==> config.mk <==
export PLATFORM = sky130hd
export DESIGN_NAME = branch_predict_ctrl
export DESIGN_NICKNAME = d
export VERILOG_FILES = /design/src/rtl/branch_predict_ctrl.sv
export SDC_FILE = /design/constraint.sdc
export NUM_CORES = 1
export LEC_CHECK = 0
export ABC_AREA = 1
export CAP_MARGIN = 5
export CORE_MARGIN = 1.5
export CORE_UTILIZATION = 54
export DETAILED_ROUTE_END_ITERATION = 10
export PLACE_DENSITY = 0.92
export SLEW_MARGIN = 40
export SYNTH_ARGS = -nofsm -noshare
export SYNTH_HDL_FRONTEND = slang
export SYNTH_SLANG_ARGS = --single-unit
==> constraint.sdc <==
create_clock -name clk -period 6.65 [get_ports clk]
set_clock_uncertainty 0.2 [all_clocks]
set_input_delay 1.33 -clock clk [delete_from_list [all_inputs] [get_ports clk]]
set_output_delay 1.33 -clock clk [all_outputs]
set_load 0.05 [all_outputs]
==> src/rtl/branch_predict_ctrl.sv <==
// Branch predictor / resolver: 2-bit BHT feeding IF, EX-stage branch
// resolution from ALU flags, redirect + flush sequencing on mispredict,
// and a saturating mispredict counter for perf debug.

// One BHT slot: 2-bit saturating counter, resets to weakly-not-taken.
module bht_entry (
  input  logic       clk,
  input  logic       rst,
  input  logic       upd,
  input  logic       taken,
  output logic [1:0] ctr
);
  // Saturating up/down on update strobe
  always_ff @(posedge clk or posedge rst) begin
    if (rst)
      ctr <= 2'b01;
    else if (upd) begin
      if (taken && ctr != 2'b11)
        ctr <= ctr + 2'b01;
      else if (!taken && ctr != 2'b00)
        ctr <= ctr - 2'b01;
    end
  end
endmodule

module branch_predict_ctrl #(
  parameter int IDX_BITS     = 4,
  parameter int FLUSH_CYCLES = 2
) (
  input  logic        clk,
  input  logic        rst,
  input  logic [31:0] if_pc,
  output logic        if_pred_taken,
  input  logic        ex_valid,
  input  logic [2:0]  ex_funct3,
  input  logic        ex_Z,
  input  logic        ex_C,
  input  logic        ex_V,
  input  logic        ex_S,
  input  logic [31:0] ex_pc,
  input  logic [31:0] ex_target,
  input  logic        ex_pred_taken,
  input  logic        stall,
  output logic        redirect_valid,
  output logic [31:0] redirect_pc,
  output logic        flush,
  output logic [15:0] mispredict_count
);
  localparam int NUM_ENT = 1 << IDX_BITS;

  typedef enum logic {IDLE, FLUSH} state_t;

  state_t                     state_q, state_d;
  logic [2:0]                 cnt_q, cnt_d;
  logic [NUM_ENT-1:0][1:0]    bht;
  logic [IDX_BITS-1:0]        rd_idx, wr_idx;
  logic                       legal, actual, resolve, mispredict;
  logic [15:0]                mis_cnt;
  logic                       unused_pc_bits;

  assign rd_idx         = if_pc[IDX_BITS+1:2];
  assign wr_idx         = ex_pc[IDX_BITS+1:2];
  assign unused_pc_bits = ^{if_pc[31:IDX_BITS+2], if_pc[1:0]};

  // Prediction reads the stored value; a same-edge write is not bypassed.
  assign if_pred_taken = bht[rd_idx][1];

  // Branch outcome from flags; funct3 010/011 are not branches
  always_comb begin
    legal  = 1'b1;
    actual = 1'b0;
    case (ex_funct3)
      3'b000:  actual = ex_Z;
      3'b001:  actual = ~ex_Z;
      3'b100:  actual = ex_S ^ ex_V;
      3'b101:  actual = ~(ex_S ^ ex_V);
      3'b110:  actual = ~ex_C;
      3'b111:  actual = ex_C;
      default: legal  = 1'b0;
    endcase
  end

  // Squashed (FLUSH) or stalled branches never resolve
  assign resolve    = ex_valid & ~stall & legal & (state_q == IDLE);
  assign mispredict = resolve & (actual != ex_pred_taken);

  genvar gi;
  generate
    for (gi = 0; gi < NUM_ENT; gi++) begin : g_bht
      bht_entry u_ent (
        .clk   (clk),
        .rst   (rst),
        .upd   (resolve && (wr_idx == IDX_BITS'(gi))),
        .taken (actual),
        .ctr   (bht[gi])
      );
    end
  endgenerate

  // FSM state register
  always_ff @(posedge clk or posedge rst) begin
    if (rst) begin
      state_q <= IDLE;
      cnt_q   <= 3'd0;
    end else begin
      state_q <= state_d;
      cnt_q   <= cnt_d;
    end
  end

  // Next state: FLUSH lasts FLUSH_CYCLES cycles, counts down even when stalled
  always_comb begin
    state_d = state_q;
    cnt_d   = cnt_q;
    case (state_q)
      IDLE: begin
        if (mispredict) begin
          state_d = FLUSH;
          cnt_d   = 3'(FLUSH_CYCLES - 1);
        end
      end
      FLUSH: begin
        if (cnt_q == 3'd0)
          state_d = IDLE;
        else
          cnt_d = cnt_q - 3'd1;
      end
      default: state_d = IDLE;
    endcase
  end

  assign flush = (state_q == FLUSH);

  // Redirect pulse and corrected fetch address, one cycle after resolve
  always_ff @(posedge clk or posedge rst) begin
    if (rst) begin
      redirect_valid <= 1'b0;
      redirect_pc    <= 32'd0;
    end else begin
      redirect_valid <= mispredict;
      if (mispredict)
        redirect_pc <= actual ? ex_target : ex_pc + 32'd4;
    end
  end

  // Saturating mispredict counter
  always_ff @(posedge clk or posedge rst) begin
    if (rst)
      mis_cnt <= 16'd0;
    else if (mispredict && mis_cnt != 16'hFFFF)
      mis_cnt <= mis_cnt + 16'd1;
  end

  assign mispredict_count = mis_cnt;
endmodule

==> results.py, run 1 <==
metrics = {
    "global_route": {
        "grt_pass1_wl_mm": 26.5,
        "number_of_antenna_violations_at_the_first_check_in_global_routing": 0,
        "met3_usage_pct": 5.57,
        "grt_pass1_vias": 5831,
        "overflow": 0,
        "global_route.usage.total_pct": 28.0,
        "grt.busiest_layer": "met2",
        "globalRouteMet2Util_pct": 46.3,
        "met1_usage_pct": 35.8,
        "pin_count_of_the_biggest_net_entering_global_routing": 77,
    },
    "sta": {
        "maxSlewViolCount": 0,
        "worst_slack_ps": 1720,
        "report.final.setup_viol": 0,
        "worst_slew_pin_tran_ps": 791,
        "finalHoldViolations": 0,
        "setup_total_negative_slack_ps": 0,
        "max_clock_freq_mhz": 203,
        "fin_crit_sh_pct": 74.2,
        "grt_setup_unrepaired": "false",
        "final_period_minus_worst_setup_slack_ps": 4930,
        "slew_headroom_pct": 47.3,
    },
    "worst_setup_path": {
        "slowest_stage": "clkdlybuf4s50_1",
        "worst_path_largest_cell_delay_ps": 800,
        "timing.critical_path.fanout_max": 12,
        "kind_of_cell_with_the_highest_combined_delay_on_the_critical_path": "buffers and inverters",
        "worstPathCellList": "clkdlybuf4s50_1 -> a21oi_1 -> o21ai_0 -> o21ai_0 -> o211ai_1 -> nand2_1 -> clkdlybuf4s50_1",
        "worst-path-buf-inv": 2,
        "criticalPathCategory": "in2out",
        "setup.worst_path.end_class": "output port",
        "setup.worst_path.start_class": "primary input",
        "critPathRequiredTime_ps": 5120,
        "crit_arrival_ps": 3400,
        "r2r_setup_slk_ps": 3250,
    },
    "clocking": {
        "htree_num_levels": 3,
        "cts-root-to-sink-buffers": 2,
        "cts.hold.buffers_added": 0,
        "cts_repair_resize_count": 0,
        "cts_sinks": 85,
        "numCtsBuffers": 9,
        "postCtsSetupBuffers": 0,
        "cts-root-buf": "clkbuf_16",
        "tritoncts_clock_tree": "yes",
        "clk-insertion-delay-late_ps": 350,
        "clkSlewWorstSetupHoldPaths_ps": 70,
    },
    "die": {
        "die_width_um": 110,
        "coreArea_um2": 11000,
        "floorplan.die.height_um": 110,
        "die_area_um2": 12100,
        "num_rows": 38,
        "floorplan.io_pins": 159,
        "start_util_pct": 56.2,
    },
    "yosys": {
        "post_synthesis_net_count": 1075,
        "postSynth.topFlopCell": "dfrtp_1",
        "synth_enable_flop_cells": 0,
        "post-synth-top-area-fraction_pct": 28.0,
        "netlist_top_cells_area": "dfrtp_1 (28%), nand2_1 (27%), dfstp_2 (6.8%)",
        "postSynthAreaPerCell_um2": 6.43,
        "synth.lib_cells_used.distinct": 33,
        "synth_warnings": 0,
        "synth_cells": 960,
        "synth_top_area_cell": "dfrtp_1",
        "synth.cell_area_um2": 6170,
        "synth-seq-area-share_pct": 34.8,
        "synthArstFlopShare_pct": 100,
        "postSynthRegisterBits": 85,
    },
    "route": {
        "dr_drc_count": 0,
        "viasPerCell": 5.39,
        "detailedRoute.firstIterationViolations": 503,
        "drt-pass1-iter-count": 6,
        "antenna_violating_nets_post_route": 0,
        "routed_wirelength_mm": 16.5,
        "routed-via-count": 6573,
        "detail_route.wl_per_cell_um": 13.5,
    },
    "power_and_ir_drop": {
        "total_power_w": 0.00235,
        "power_density_nw_per_um2": 302,
        "cellLeakagePower_nw": 3.79,
        "power.ir.vdd_worst_v": 0.000255,
    },
    "run": {
        "max-cap-violations": 0,
    },
    "finish": {
        "layout.cell_area.non_filler_um2": 7780,
        "drive_above_1_share_pct": 5.19,
        "layout.nets": 1190,
        "area.growth.synth_to_final_pct": 26.0,
        "n_antenna_cell": 0,
        "stdcell_count": 1220,
    },
    "placed_design": {
        "count_of_buffers_inserted_at_the_top_level_ports": 130,
        "globalplace.congestion": 0.957,
        "pre_cts_slack_ps": 1700,
        "dpl-instance-area_um2": 7470,
        "placedCellCount": 1204,
        "place.detailed.hpwl_mm": 12.1,
    },
    "status": {
        "status": "finished clean",
    },
    "hold_path": {
        "classification_of_the_worst_slack_hold_path": "reg2reg",
    },
}
[worst min-delay path, cell delays in order (launching register included)]
cell     delay [ps]
dfrtp_1         350
nand2_1          50
nand2_1          50
[path summary, 6_finish.rpt]
check	to	start	depth (start not counted)
setup / recovery	if_pred_taken	if_pc[2]	7
setup reg to reg	redirect_pc[11]$_DFFE_PP0P_	flush$_DFF_PP0_	8
max in group asynchronous	g_bht[11].u_ent.ctr[0]$_DFFE_PP1P_	rst	3
hold reg to reg	redirect_pc[8]$_DFFE_PP0P_	redirect_pc[8]$_DFFE_PP0P_	2
hold / removal	redirect_pc[8]$_DFFE_PP0P_	redirect_pc[8]$_DFFE_PP0P_	2
min in group asynchronous	mispredict_count[13]$_DFFE_PP0P_	rst	2
[synth_stat cells, types with 4 or more instances]
library cell and instances:
xnor2_1 10, a21oi_1 7, o21ai_1 11, buf_2 17, dfstp_2 16, nand2_2 6, ha_1 7, o211ai_1 5
buf_6 9, nor3_1 15, nand3_1 65, inv_2 4, nor3b_1 12, nand2_1 449, xor2_1 15, inv_1 75
nand4_1 32, nand3b_1 10, dfrtp_1 69, nor2_1 100, mux2i_1 4, o21ai_0 9
[stage by stage]
stage / hold slack [ps] / util (%)
floorplan: 269 / -
global placement: 262 / 68.0
detailed placement: 265 / 68.0
CTS: 284 / 70.8
global route: 305 / 70.8
finish: 284 / 70.8
[cell usage in the layout, fill, tap and decap left out, types with 3 or more instances in the layout]
master	n
a21oi_1	7
clkbuf_16	9
clkdlybuf4s50_1	130
dfrtp_1	69
dfstp_2	16
ha_1	7
inv_1	74
inv_2	4
inv_6	3
mux2i_1	4
nand2_1	449
nand2_2	6
nand3_1	65
nand3b_1	10
nand4_1	32
nor2_1	100
nor3_1	15
nor3b_1	12
o211ai_1	5
o21ai_0	9
o21ai_1	11
xnor2_1	10
xor2_1	15
[where the power goes]
group	internal (W)	switching, W	total, W	leakage (nW)
clock network	0.000296	0.000230	0.000526	0.143
registers	0.000675	0.000120	0.000795	1.08
logic	0.000344	0.000681	0.00102	2.57
[registers in the layout (all words and copies together), names as in the netlist]
| signal | count |
|---|---|
| redirect_valid | 1 |
| mispredict_count | 16 |
| redirect_pc | 32 |
| g_bht.u_ent.ctr | 32 |
| flush | 1 |
| cnt_q | 3 |
[area by class of cell]
class / count / area [um^2]
inverter: 79 / 302
timing repair buffer: 132 / 1320
multi-input combinational: 768 / 3530
sequential: 85 / 2150
clock buffer: 9 / 225
fill: 868 / 3210
clock inverter: 7 / 80.1
tap: 140 / 175
[layer usage]
layer,part of all wire [%],vias to the layer above
li1,-,3272
met1,42,3007
met2,48,256
met3,6.7,38
met4,2.6,0
met5,0,-
[kinds of logic after synthesis]
family / after synthesis / synth area share [%]
adders and majority gates: 7 / 1.42
AOI/OAI and AO/OA: 33 / 2.94
buffers and inverters: 107 / 8.01
and+or+nand+nor: 699 / 48.7
xor gates and xnor gates: 25 / 3.55
muxes: 4 / 0.649
DFF: 85 / 34.8
Note: power is estimated with default switching activity, not from simulation.
==> run 2, diff against run 1 <==
CORE_UTILIZATION = 45   (was 54)
PLACE_DENSITY = 0.82   (was 0.92)
clock period = 4.4 ns   (was 6.65 ns; I/O delays follow)
==> results.py, run 2 (same netlist as run 1, synthesis figures left out) <==
metrics = {
    "sta": {
        "finalHoldViolations": 0,
        "worst_slack_ps": 877,
        "worst_slew_pin_tran_ps": 564,
        "max_clock_freq_mhz": 284,
        "setup_total_negative_slack_ps": 0,
        "fin_crit_sh_pct": 80.1,
        "report.final.setup_viol": 0,
        "slew_headroom_pct": 62.3,
        "grt_setup_unrepaired": "false",
        "final_period_minus_worst_setup_slack_ps": 3520,
        "maxSlewViolCount": 0,
    },
    "die": {
        "start_util_pct": 46.4,
        "die_area_um2": 14400,
        "floorplan.die.height_um": 120,
        "coreArea_um2": 13300,
        "num_rows": 42,
        "floorplan.io_pins": 159,
        "die_width_um": 120,
    },
    "route": {
        "drt-pass1-iter-count": 5,
        "routed-via-count": 6488,
        "detailedRoute.firstIterationViolations": 601,
        "detail_route.wl_per_cell_um": 13.1,
        "dr_drc_count": 0,
        "routed_wirelength_mm": 16.5,
        "antenna_violating_nets_post_route": 0,
        "viasPerCell": 5.15,
    },
    "placed_design": {
        "place.detailed.hpwl_mm": 12.3,
        "pre_cts_slack_ps": 878,
        "globalplace.congestion": 0.962,
        "dpl-instance-area_um2": 7560,
        "count_of_buffers_inserted_at_the_top_level_ports": 130,
    },
    "worst_setup_path": {
        "timing.rr.start": "flush$_DFF_PP0_",
        "setup.worst_path.start_class": "primary input",
        "path_common_cell": "o21ai_0",
        "crit_arrival_ps": 2440,
        "timing.critical_path.fanout_max": 12,
        "criticalPathCategory": "in2out",
        "worstPathCellList": "clkdlybuf4s50_1 -> a21oi_1 -> o21ai_0 -> o21ai_0 -> o211ai_1 -> nand2_1 -> buf_4",
        "setup.worst_path.end_class": "output port",
        "slowest_stage": "clkdlybuf4s50_1",
        "worstRegToRegCells": 8,
        "r2r_setup_slk_ps": 2080,
        "critPathRequiredTime_ps": 3320,
        "worst_path_largest_cell_delay_ps": 770,
        "critical_path.reg2reg.endpoint": "redirect_pc[22]$_DFFE_PP0P_",
    },
    "status": {
        "status": "finished clean",
    },
    "clocking": {
        "cts-root-to-sink-buffers": 2,
        "numCtsBuffers": 9,
        "cts_sinks": 85,
        "htree_num_levels": 3,
        "tritoncts_clock_tree": "yes",
        "clkSlewWorstSetupHoldPaths_ps": 70,
        "cts_repair_resize_count": 0,
        "cts.hold.buffers_added": 0,
        "clk-insertion-delay-late_ps": 350,
        "cts-root-buf": "clkbuf_16",
        "postCtsSetupBuffers": 0,
    },
    "finish": {
        "num-fill-cells": 1247,
        "area.growth.synth_to_final_pct": 27.6,
        "layout.nets": 1195,
        "multi_input_comb_area_um2": 3530,
        "n_antenna_cell": 0,
        "final_common_cell": "nand2_1",
        "layout.cell_area.non_filler_um2": 7880,
        "most-common-layout-cells": "nand2_1 (449), clkdlybuf4s50_1 (129), nor2_1 (100)",
        "sequential_cell_area_um2": 2150,
        "drive_above_1_share_pct": 5.71,
    },
    "power_and_ir_drop": {
        "power_density_nw_per_um2": 451,
        "power.ir.vdd_worst_v": 0.000356,
        "cellLeakagePower_nw": 3.83,
    },
    "run": {
        "max-cap-violations": 0,
    },
    "global_route": {
        "number_of_antenna_violations_at_the_first_check_in_global_routing": 0,
        "global_route.usage.total_pct": 23.4,
        "grt_pass1_wl_mm": 27.2,
        "overflow": 0,
        "grt_pass1_vias": 5777,
        "pin_count_of_the_biggest_net_entering_global_routing": 47,
    },
    "hold_path": {
        "hold_end": "redirect_pc[8]$_DFFE_PP0P_",
        "classification_of_the_worst_slack_hold_path": "reg2reg",
        "min_delay_path_depth": 2,
        "worst_hold_startpoint": "redirect_pc[8]$_DFFE_PP0P_",
    },
}
## run 2: cell types whose count changed in the layout (fill, tap and decap cells not counted), sizes merged
cell           previous run  this run
buf                       2         8
clkinvlp                  2         0
clkbuf                    9        10
inv                      81        82
clkdlybuf4s50           130       129
## run 2: per-stage QoR
step                instances  utilization [%]  hold WS, ps  total power (W)
CTS                      1261             59.2          285          0.00358
finish                   1261             59.2          283          0.00355
floorplan                 960                -          269          0.00221
detailed placement       1245             56.9          264          0.00275
global route             1261             59.2          303          0.00374
global placement         1245             56.9          262          0.00272
## run 2: area by class of cell
type                            count  area share [%]
Sequential cell                    85            27.3
Clock inverter                      6           0.937
Tap cell                          176            2.80
Clock buffer                       10            3.03
Multi-Input combinational cell    768            44.8
Timing Repair Buffer              137            17.3
Inverter                           79            3.83
## run 2: routing by layer
layer / track usage, % / routed length (um)
met1: 30.7 / 7440
met2: 38.0 / 7710
met3: 3.18 / 821
met4: 11.2 / 543
met5: 0 / 0
## run 2: critical path: cells and delay by family
family | cells | cell delay (ps)
AND/OR/NAND/NOR | 1 | 80
AO/OA/AOI/OAI | 4 | 510
buffers and inverters | 2 | 960
## run 2: worst max-delay path by stage
stage / from / endpoint / slack, ps
floorplan: rst / cnt_q[0]$_DFFE_PP0P_ / 1150
global placement: if_pc[2] / if_pred_taken / 900
detailed placement: if_pc[2] / if_pred_taken / 880
CTS: if_pc[2] / if_pred_taken / 870
global route: if_pc[2] / if_pred_taken / 800
finish: if_pc[2] / if_pred_taken / 880
## run 2: report_power, final
group / switching (W) / internal, W / total (W)
Sequential: 0.000169 / 0.00102 / 0.00119
Combinational: 0.00102 / 0.000526 / 0.00155
Clock: 0.000348 / 0.000465 / 0.000813
